==> config.mk <==
export PLATFORM = sky130hd
export DESIGN_NAME = aeses_ctrl
export DESIGN_NICKNAME = d
export VERILOG_FILES = /design/src/rtl/aeses_pkg.sv /design/src/rtl/aeses_rk_store.sv /design/src/rtl/aeses_ctrl.sv
export SDC_FILE = /design/constraint.sdc
export NUM_CORES = 2
export LEC_CHECK = 0
export CORE_UTILIZATION = 45
export CTS_CLUSTER_DIAMETER = 200
export DETAILED_ROUTE_END_ITERATION = 12
export PLACE_DENSITY = 0.65
export SLEW_MARGIN = 10
export SYNTH_ARGS = -nofsm -noshare
export SYNTH_HDL_FRONTEND = slang
export SYNTH_SLANG_ARGS = --single-unit
==> constraint.sdc <==
create_clock -name clk -period 29.5 [get_ports clk]
set_input_delay 4.425 -clock clk [delete_from_list [all_inputs] [get_ports clk]]
set_output_delay 4.425 -clock clk [all_outputs]
set_load 0.05 [all_outputs]
==> src/rtl/aeses_pkg.sv <==
// aeses_pkg: shared constants and types for the AES engine controller.
// Contents: mode encodings, FSM state type, round-count helper, default width.
package aeses_pkg;

    localparam int AES_BLK_W = 128;

    localparam logic [1:0] MODE_128 = 2'b00;
    localparam logic [1:0] MODE_192 = 2'b01;
    localparam logic [1:0] MODE_256 = 2'b10;
    localparam logic [1:0] MODE_RSV = 2'b11;

    typedef enum logic [1:0] {
        NOKEY,
        KEYLOAD,
        READY,
        RUN
    } aeses_state_t;

    // Number of rounds Nr for a key-length mode.
    function automatic logic [3:0] nr_of(input logic [1:0] mode);
        logic [3:0] nr;
        case (mode)
            MODE_192: nr = 4'd12;
            MODE_256: nr = 4'd14;
            default:  nr = 4'd10;
        endcase
        return nr;
    endfunction

endpackage

==> src/rtl/aeses_rk_store.sv <==
// aeses_rk_store: MAX_RK x BLK_W round-key register file.
// Ports: clk, we/wa/wd synchronous write, ra/rd asynchronous read.
module aeses_rk_store
    import aeses_pkg::*;
#(
    parameter int BLK_W  = AES_BLK_W,
    parameter int MAX_RK = 15,
    parameter int PTR_W  = 4
) (
    input  logic             clk,
    input  logic             we,
    input  logic [PTR_W-1:0] wa,
    input  logic [BLK_W-1:0] wd,
    input  logic [PTR_W-1:0] ra,
    output logic [BLK_W-1:0] rd
);

    logic [BLK_W-1:0] mem [MAX_RK];

    always_ff @(posedge clk) begin
        if (we && (int'(wa) < MAX_RK)) begin
            mem[wa] <= wd;
        end
    end

    assign rd = (int'(ra) < MAX_RK) ? mem[ra] : '0;

endmodule

==> src/rtl/aeses_ctrl.sv <==
// aeses_ctrl: AES engine controller; key store, block handshakes, round-key sequencing.
// Ports: clk/rst, mode/key_load/sched_start/rk_* (scheduler), blk_* (input),
//        core_* (cipher core), out_* (result), err_o. AESES_DECRYPT_EN adds dec_i/core_dec_o.
module aeses_ctrl
    import aeses_pkg::*;
#(
    parameter int BLK_W  = AES_BLK_W,
    parameter int MAX_RK = 15,
    parameter int PTR_W  = 4
) (
    input  logic             clk,
    input  logic             rst,
    input  logic [1:0]       mode_i,
    input  logic             key_load_i,
    output logic             sched_start_o,
    input  logic             rk_valid_i,
    input  logic [BLK_W-1:0] rk_i,
    output logic             key_ready_o,
    input  logic             blk_valid_i,
    input  logic [BLK_W-1:0] blk_i,
    output logic             blk_ready_o,
    output logic             core_start_o,
    output logic [BLK_W-1:0] core_blk_o,
    output logic [BLK_W-1:0] core_rk_o,
    output logic             core_last_o,
    input  logic             core_valid_i,
    input  logic [BLK_W-1:0] core_blk_i,
`ifdef AESES_DECRYPT_EN
    input  logic             dec_i,
    output logic             core_dec_o,
`endif
    output logic             out_valid_o,
    output logic [BLK_W-1:0] out_blk_o,
    input  logic             out_ready_i,
    output logic             err_o
);

    aeses_state_t     state_q, state_d;
    logic [1:0]       mode_q, mode_d;
    logic [PTR_W-1:0] wr_ptr_q, wr_ptr_d;
    logic [PTR_W-1:0] rd_ptr_q, rd_ptr_d;
    logic             sched_q, sched_d;
    logic             err_q, err_d;
    logic             start_q, start_d;
    logic             rk_en_q, rk_en_d;
    logic             done_q, done_d;
    logic             dec_q, dec_d;
    logic             ov_q, ov_d;
    logic [BLK_W-1:0] cblk_q, cblk_d;
    logic [BLK_W-1:0] out_q, out_d;
    logic [BLK_W-1:0] rk_rd;
    logic [PTR_W-1:0] nr;
    logic             rk_we;
    logic             rd_end;
    logic             dec_in;

`ifdef AESES_DECRYPT_EN
    assign dec_in     = dec_i;
    assign core_dec_o = dec_q;
`else
    assign dec_in = 1'b0;
`endif

    assign nr = PTR_W'(nr_of(mode_q));

    // Final key index: Nr going up, 0 going down.
    assign rd_end = dec_q ? (rd_ptr_q == '0) : (rd_ptr_q == nr);

    aeses_rk_store #(
        .BLK_W (BLK_W),
        .MAX_RK(MAX_RK),
        .PTR_W (PTR_W)
    ) u_store (
        .clk(clk),
        .we (rk_we),
        .wa (wr_ptr_q),
        .wd (rk_i),
        .ra (rd_ptr_q),
        .rd (rk_rd)
    );

    assign sched_start_o = sched_q;
    assign err_o         = err_q;
    assign core_start_o  = start_q;
    assign core_blk_o    = cblk_q;
    assign core_rk_o     = rk_en_q ? rk_rd : '0;
    // done_q keeps last from re-asserting while the final key is held.
    assign core_last_o   = (state_q == RUN) && rd_end && !done_q;
    assign key_ready_o   = (state_q == READY) || (state_q == RUN);
    assign blk_ready_o   = (state_q == READY) && !ov_q && !key_load_i;
    assign out_valid_o   = ov_q;
    assign out_blk_o     = out_q;

    always_ff @(posedge clk) begin
        if (rst) begin
            state_q  <= NOKEY;
            mode_q   <= MODE_128;
            wr_ptr_q <= '0;
            rd_ptr_q <= '0;
            sched_q  <= 1'b0;
            err_q    <= 1'b0;
            start_q  <= 1'b0;
            rk_en_q  <= 1'b0;
            done_q   <= 1'b0;
            dec_q    <= 1'b0;
            ov_q     <= 1'b0;
            cblk_q   <= '0;
            out_q    <= '0;
        end else begin
            state_q  <= state_d;
            mode_q   <= mode_d;
            wr_ptr_q <= wr_ptr_d;
            rd_ptr_q <= rd_ptr_d;
            sched_q  <= sched_d;
            err_q    <= err_d;
            start_q  <= start_d;
            rk_en_q  <= rk_en_d;
            done_q   <= done_d;
            dec_q    <= dec_d;
            ov_q     <= ov_d;
            cblk_q   <= cblk_d;
            out_q    <= out_d;
        end
    end

    always_comb begin
        state_d  = state_q;
        mode_d   = mode_q;
        wr_ptr_d = wr_ptr_q;
        rd_ptr_d = rd_ptr_q;
        sched_d  = 1'b0;
        err_d    = 1'b0;
        start_d  = 1'b0;
        rk_en_d  = rk_en_q;
        done_d   = done_q;
        dec_d    = dec_q;
        ov_d     = ov_q;
        cblk_d   = cblk_q;
        out_d    = out_q;
        rk_we    = 1'b0;

        if (ov_q && out_ready_i) begin
            ov_d = 1'b0;
        end

        unique case (state_q)
            NOKEY, READY: begin
                if (key_load_i) begin
                    if (mode_i == MODE_RSV) begin
                        err_d = 1'b1;
                    end else begin
                        mode_d   = mode_i;
                        wr_ptr_d = '0;
                        sched_d  = 1'b1;
                        rk_en_d  = 1'b0;
                        state_d  = KEYLOAD;
                    end
                end else if (blk_valid_i && blk_ready_o) begin
                    start_d  = 1'b1;
                    cblk_d   = blk_i;
                    dec_d    = dec_in;
                    rd_ptr_d = dec_in ? nr : '0;
                    rk_en_d  = 1'b1;
                    done_d   = 1'b0;
                    state_d  = RUN;
                end
            end
            KEYLOAD: begin
                err_d = key_load_i;
                if (rk_valid_i) begin
                    rk_we    = 1'b1;
                    wr_ptr_d = wr_ptr_q + PTR_W'(1);
                    if (wr_ptr_q == nr) begin
                        state_d = READY;
                    end
                end
            end
            RUN: begin
                err_d = key_load_i;
                if (rd_end) begin
                    done_d = 1'b1;
                end else if (dec_q) begin
                    rd_ptr_d = rd_ptr_q - PTR_W'(1);
                end else begin
                    rd_ptr_d = rd_ptr_q + PTR_W'(1);
                end
                if (core_valid_i) begin
                    out_d   = core_blk_i;
                    ov_d    = 1'b1;
                    state_d = READY;
                end
            end
            default: state_d = NOKEY;
        endcase
    end

endmodule
==> impl_metrics.toml <==
[drt]
drc = 0
drtPass1Iterations = 5
drtIter0Drc = 4353
via_per_inst = 5.65
wl_per_cell_um = 27.4
totalWireLength_mm = 216
antenna_left = 0
num_vias = 44577

[cts]
cts.clk_slew.worst_paths_ps = 60
tritoncts = "yes"
post-cts-setup-buffer-count = 0
clock_latency_ps = 880
cts-buffers-inserted = 220
clock-sinks = 2198
htree_levels = 4
cts_hold_buf = 0
post_cts_resized = 0
clockBufferDepth = 3
root_buffer = "clkbuf_16"

[placed_design]
dp_cells = 7459
hpwl_mm = 117
gp_congestion = 0.847
portBuffers = 783

[setup_path]
arrival_ps = 7480
r2r_setup_slack_ps = 25170
r2r_cells = 6
critPathRequiredTime_ps = 25080
cp_max_fo = 111
cp-start-kind = "flip-flop"
path_class = "reg -> out"
end_kind = "output port"
cp-endpoint = "core_rk_o[38]"
r2r-start = "state_q[0]"
r2r_end = "u_store.mem[9][71]"

[floorplan]
start_util = 0.454
die_y_um = 429
io_pins = 784
design.die.area_um2 = 184000
row_count = 156
die_w_um = 429
core_um2 = 181000

[yosys]
synth_fa_ha_area_frac = 0.000914
synth_seq_area_share = 0.770
synth_cell_types = 40
synthMuxAreaShare = 0.121
netlist_area_um2 = 82100
synth-seq-cells = 2198
netlist_top_cells_area = "edfxtp_1 (70%), mux4_2 (11%), dfxtp_1 (6.8%)"
synthArstFlopShare = 0
synth_largest_area_cell = "edfxtp_1"
synth_top_area_share = 0.702
synth_top_family_by_area = "multiplexers"
yosys_warnings = 0
ys.flop_type = "edfxtp_1"
synthCells = 4513
synth-xor-area-share = 0.000747
synth-compound-area-share = 0.0485
synth_edf_count = 1920
synth-simple-area-share = 0.0400
avgSynthCellArea_um2 = 18.2
synth_nets = 4912

[final_layout]
n_fill_cell = 14001
area_delta_synth_final_pct = 21.2
final_nets = 5710
regArea_um2 = 63200
multi_input_area_um2 = 17500
final_cells = 7891
drive_gt1_frac = 0.146

[pwr]
power.density_nw_per_um2 = 63.1
irDropWorstVdd_mv = 0.0505
p_leak_uw = 0.0305

[global_routing]
grt-ovfl-total = 0
grt_max_degree = 204
grt.total_usage = 0.231
grt_pass1_vias = 44682
grt_antenna_before_repair = 42
grt_pass1_wl_mm = 309

[timing]
clock-skew-final_ps = 53.5
clock.fmax_mhz = 84.0
holdWs_ps = 453
finalCritPeriodShare = 0.404
worstMarginPinSlew_ps = 1260
setup_tns_ps = 0
setup_viol = 0
hold_viol = 0
relSlewSlack = 0.158
drv_slew = 0
min_period_ps = 11910
grt_setup_unrepaired = "false"

[status]
outcome = "finished clean"

[flow_run]
drv_cap = 0

[min_path]
hold_class = "reg -> reg"
## worst max-delay path, cell delays in order, from the launching register on
cell	delay, ps
dfxtp_4	890
buf_4	640
buf_12	680
buf_4	850
buf_4	790
buf_4	760
mux4_2	600
a22oi_1	200
nand2_1	130
clkdlybuf4s50_1	760
## synth_stat cells (6+ instances only)
library cell  instances
clkbuf_1             94
mux4_2              384
buf_6                32
a22oi_1             256
edfxtp_1           1920
dfxtp_1             278
buf_4                25
nor2_1               23
o21ai_0             132
inv_1                 6
a21oi_1             261
ha_1                  6
buf_2               123
nand2_1             784
mux2i_1             129
nor3_1               12
## metrics by stage
stage | cell area (um^2) | utilization | power (uW) | setup slack, ps
2_1_floorplan | 82100 | - | 3480 | 15010
6_report | 99500 | 0.550 | 6280 | 17590
3_3_place_gp | 92300 | 0.510 | 3570 | 18310
5_1_grt | 99500 | 0.550 | 6460 | 16910
4_1_cts | 99500 | 0.550 | 6330 | 17310
3_5_place_dp | 92300 | 0.510 | 3580 | 18270
## worst min-delay path by stage
stage / start / end / slack [ps] / cells past startpoint
finish: core_blk_o[0] / core_blk_o[0] / 450 / 2
global route: core_blk_o[20] / core_blk_o[20] / 470 / 2
CTS: core_blk_o[20] / core_blk_o[20] / 450 / 2
detailed placement: core_blk_o[0] / core_blk_o[0] / 450 / 2
global placement: core_blk_o[36] / core_blk_o[36] / 440 / 2
floorplan: done_q / done_q / 460 / 2
## flip-flops by register name, indices dropped and copies added (netlist names), 2 cells and up, named ones only
name / flops
state_q: 2
mode_q: 2
u_store.mem: 1920
out_blk_o: 128
wr_ptr_q: 4
rd_ptr_q: 4
core_blk_o: 128
## cell usage in the layout (no fill, tap or decap), types with 45 or more instances in the layout
master and count:
o21ai_0 132, clkbuf_16 222, clkinv_1 45, mux2i_1 129, buf_4 55, clkdlybuf4s50_1 782, a22oi_1 256, nand2_1 782
clkbuf_1 50, edfxtp_1 1920, a21oi_1 261, mux4_2 384, dfxtp_1 276
## final cells by class
cell class / instances / area share
Tap cell: 2370 / 0.0298
Multi-Input combinational cell: 2033 / 0.176
Sequential cell: 2198 / 0.635
Inverter: 6 / 0.000226
Clock buffer: 279 / 0.0587
Antenna cell: 17 / 0.000427
Timing Repair Buffer: 852 / 0.0858
Clock inverter: 136 / 0.0138
## routing by layer
metal,track usage,share of wire,routed length (um)
met5,0,0.00081,175
met4,0.103,0.040,8660
met3,0.0443,0.066,14400
met2,0.383,0.50,108000
met1,0.296,0.39,85000
## kinds of logic after synthesis
family | after synthesis
compound gates | 661
fa+ha+maj | 6
xor+xnor | 7
mux | 514
simple gates | 845
flops | 2198
buf+inv | 282
## power by group
part           total [uW]  internal (uW)  switching [uW]
combinational         118           55.5            63.0
clock                2770           1580            1190
sequential           3390           3390            3.24
Power figures use the tool's default switching activity.
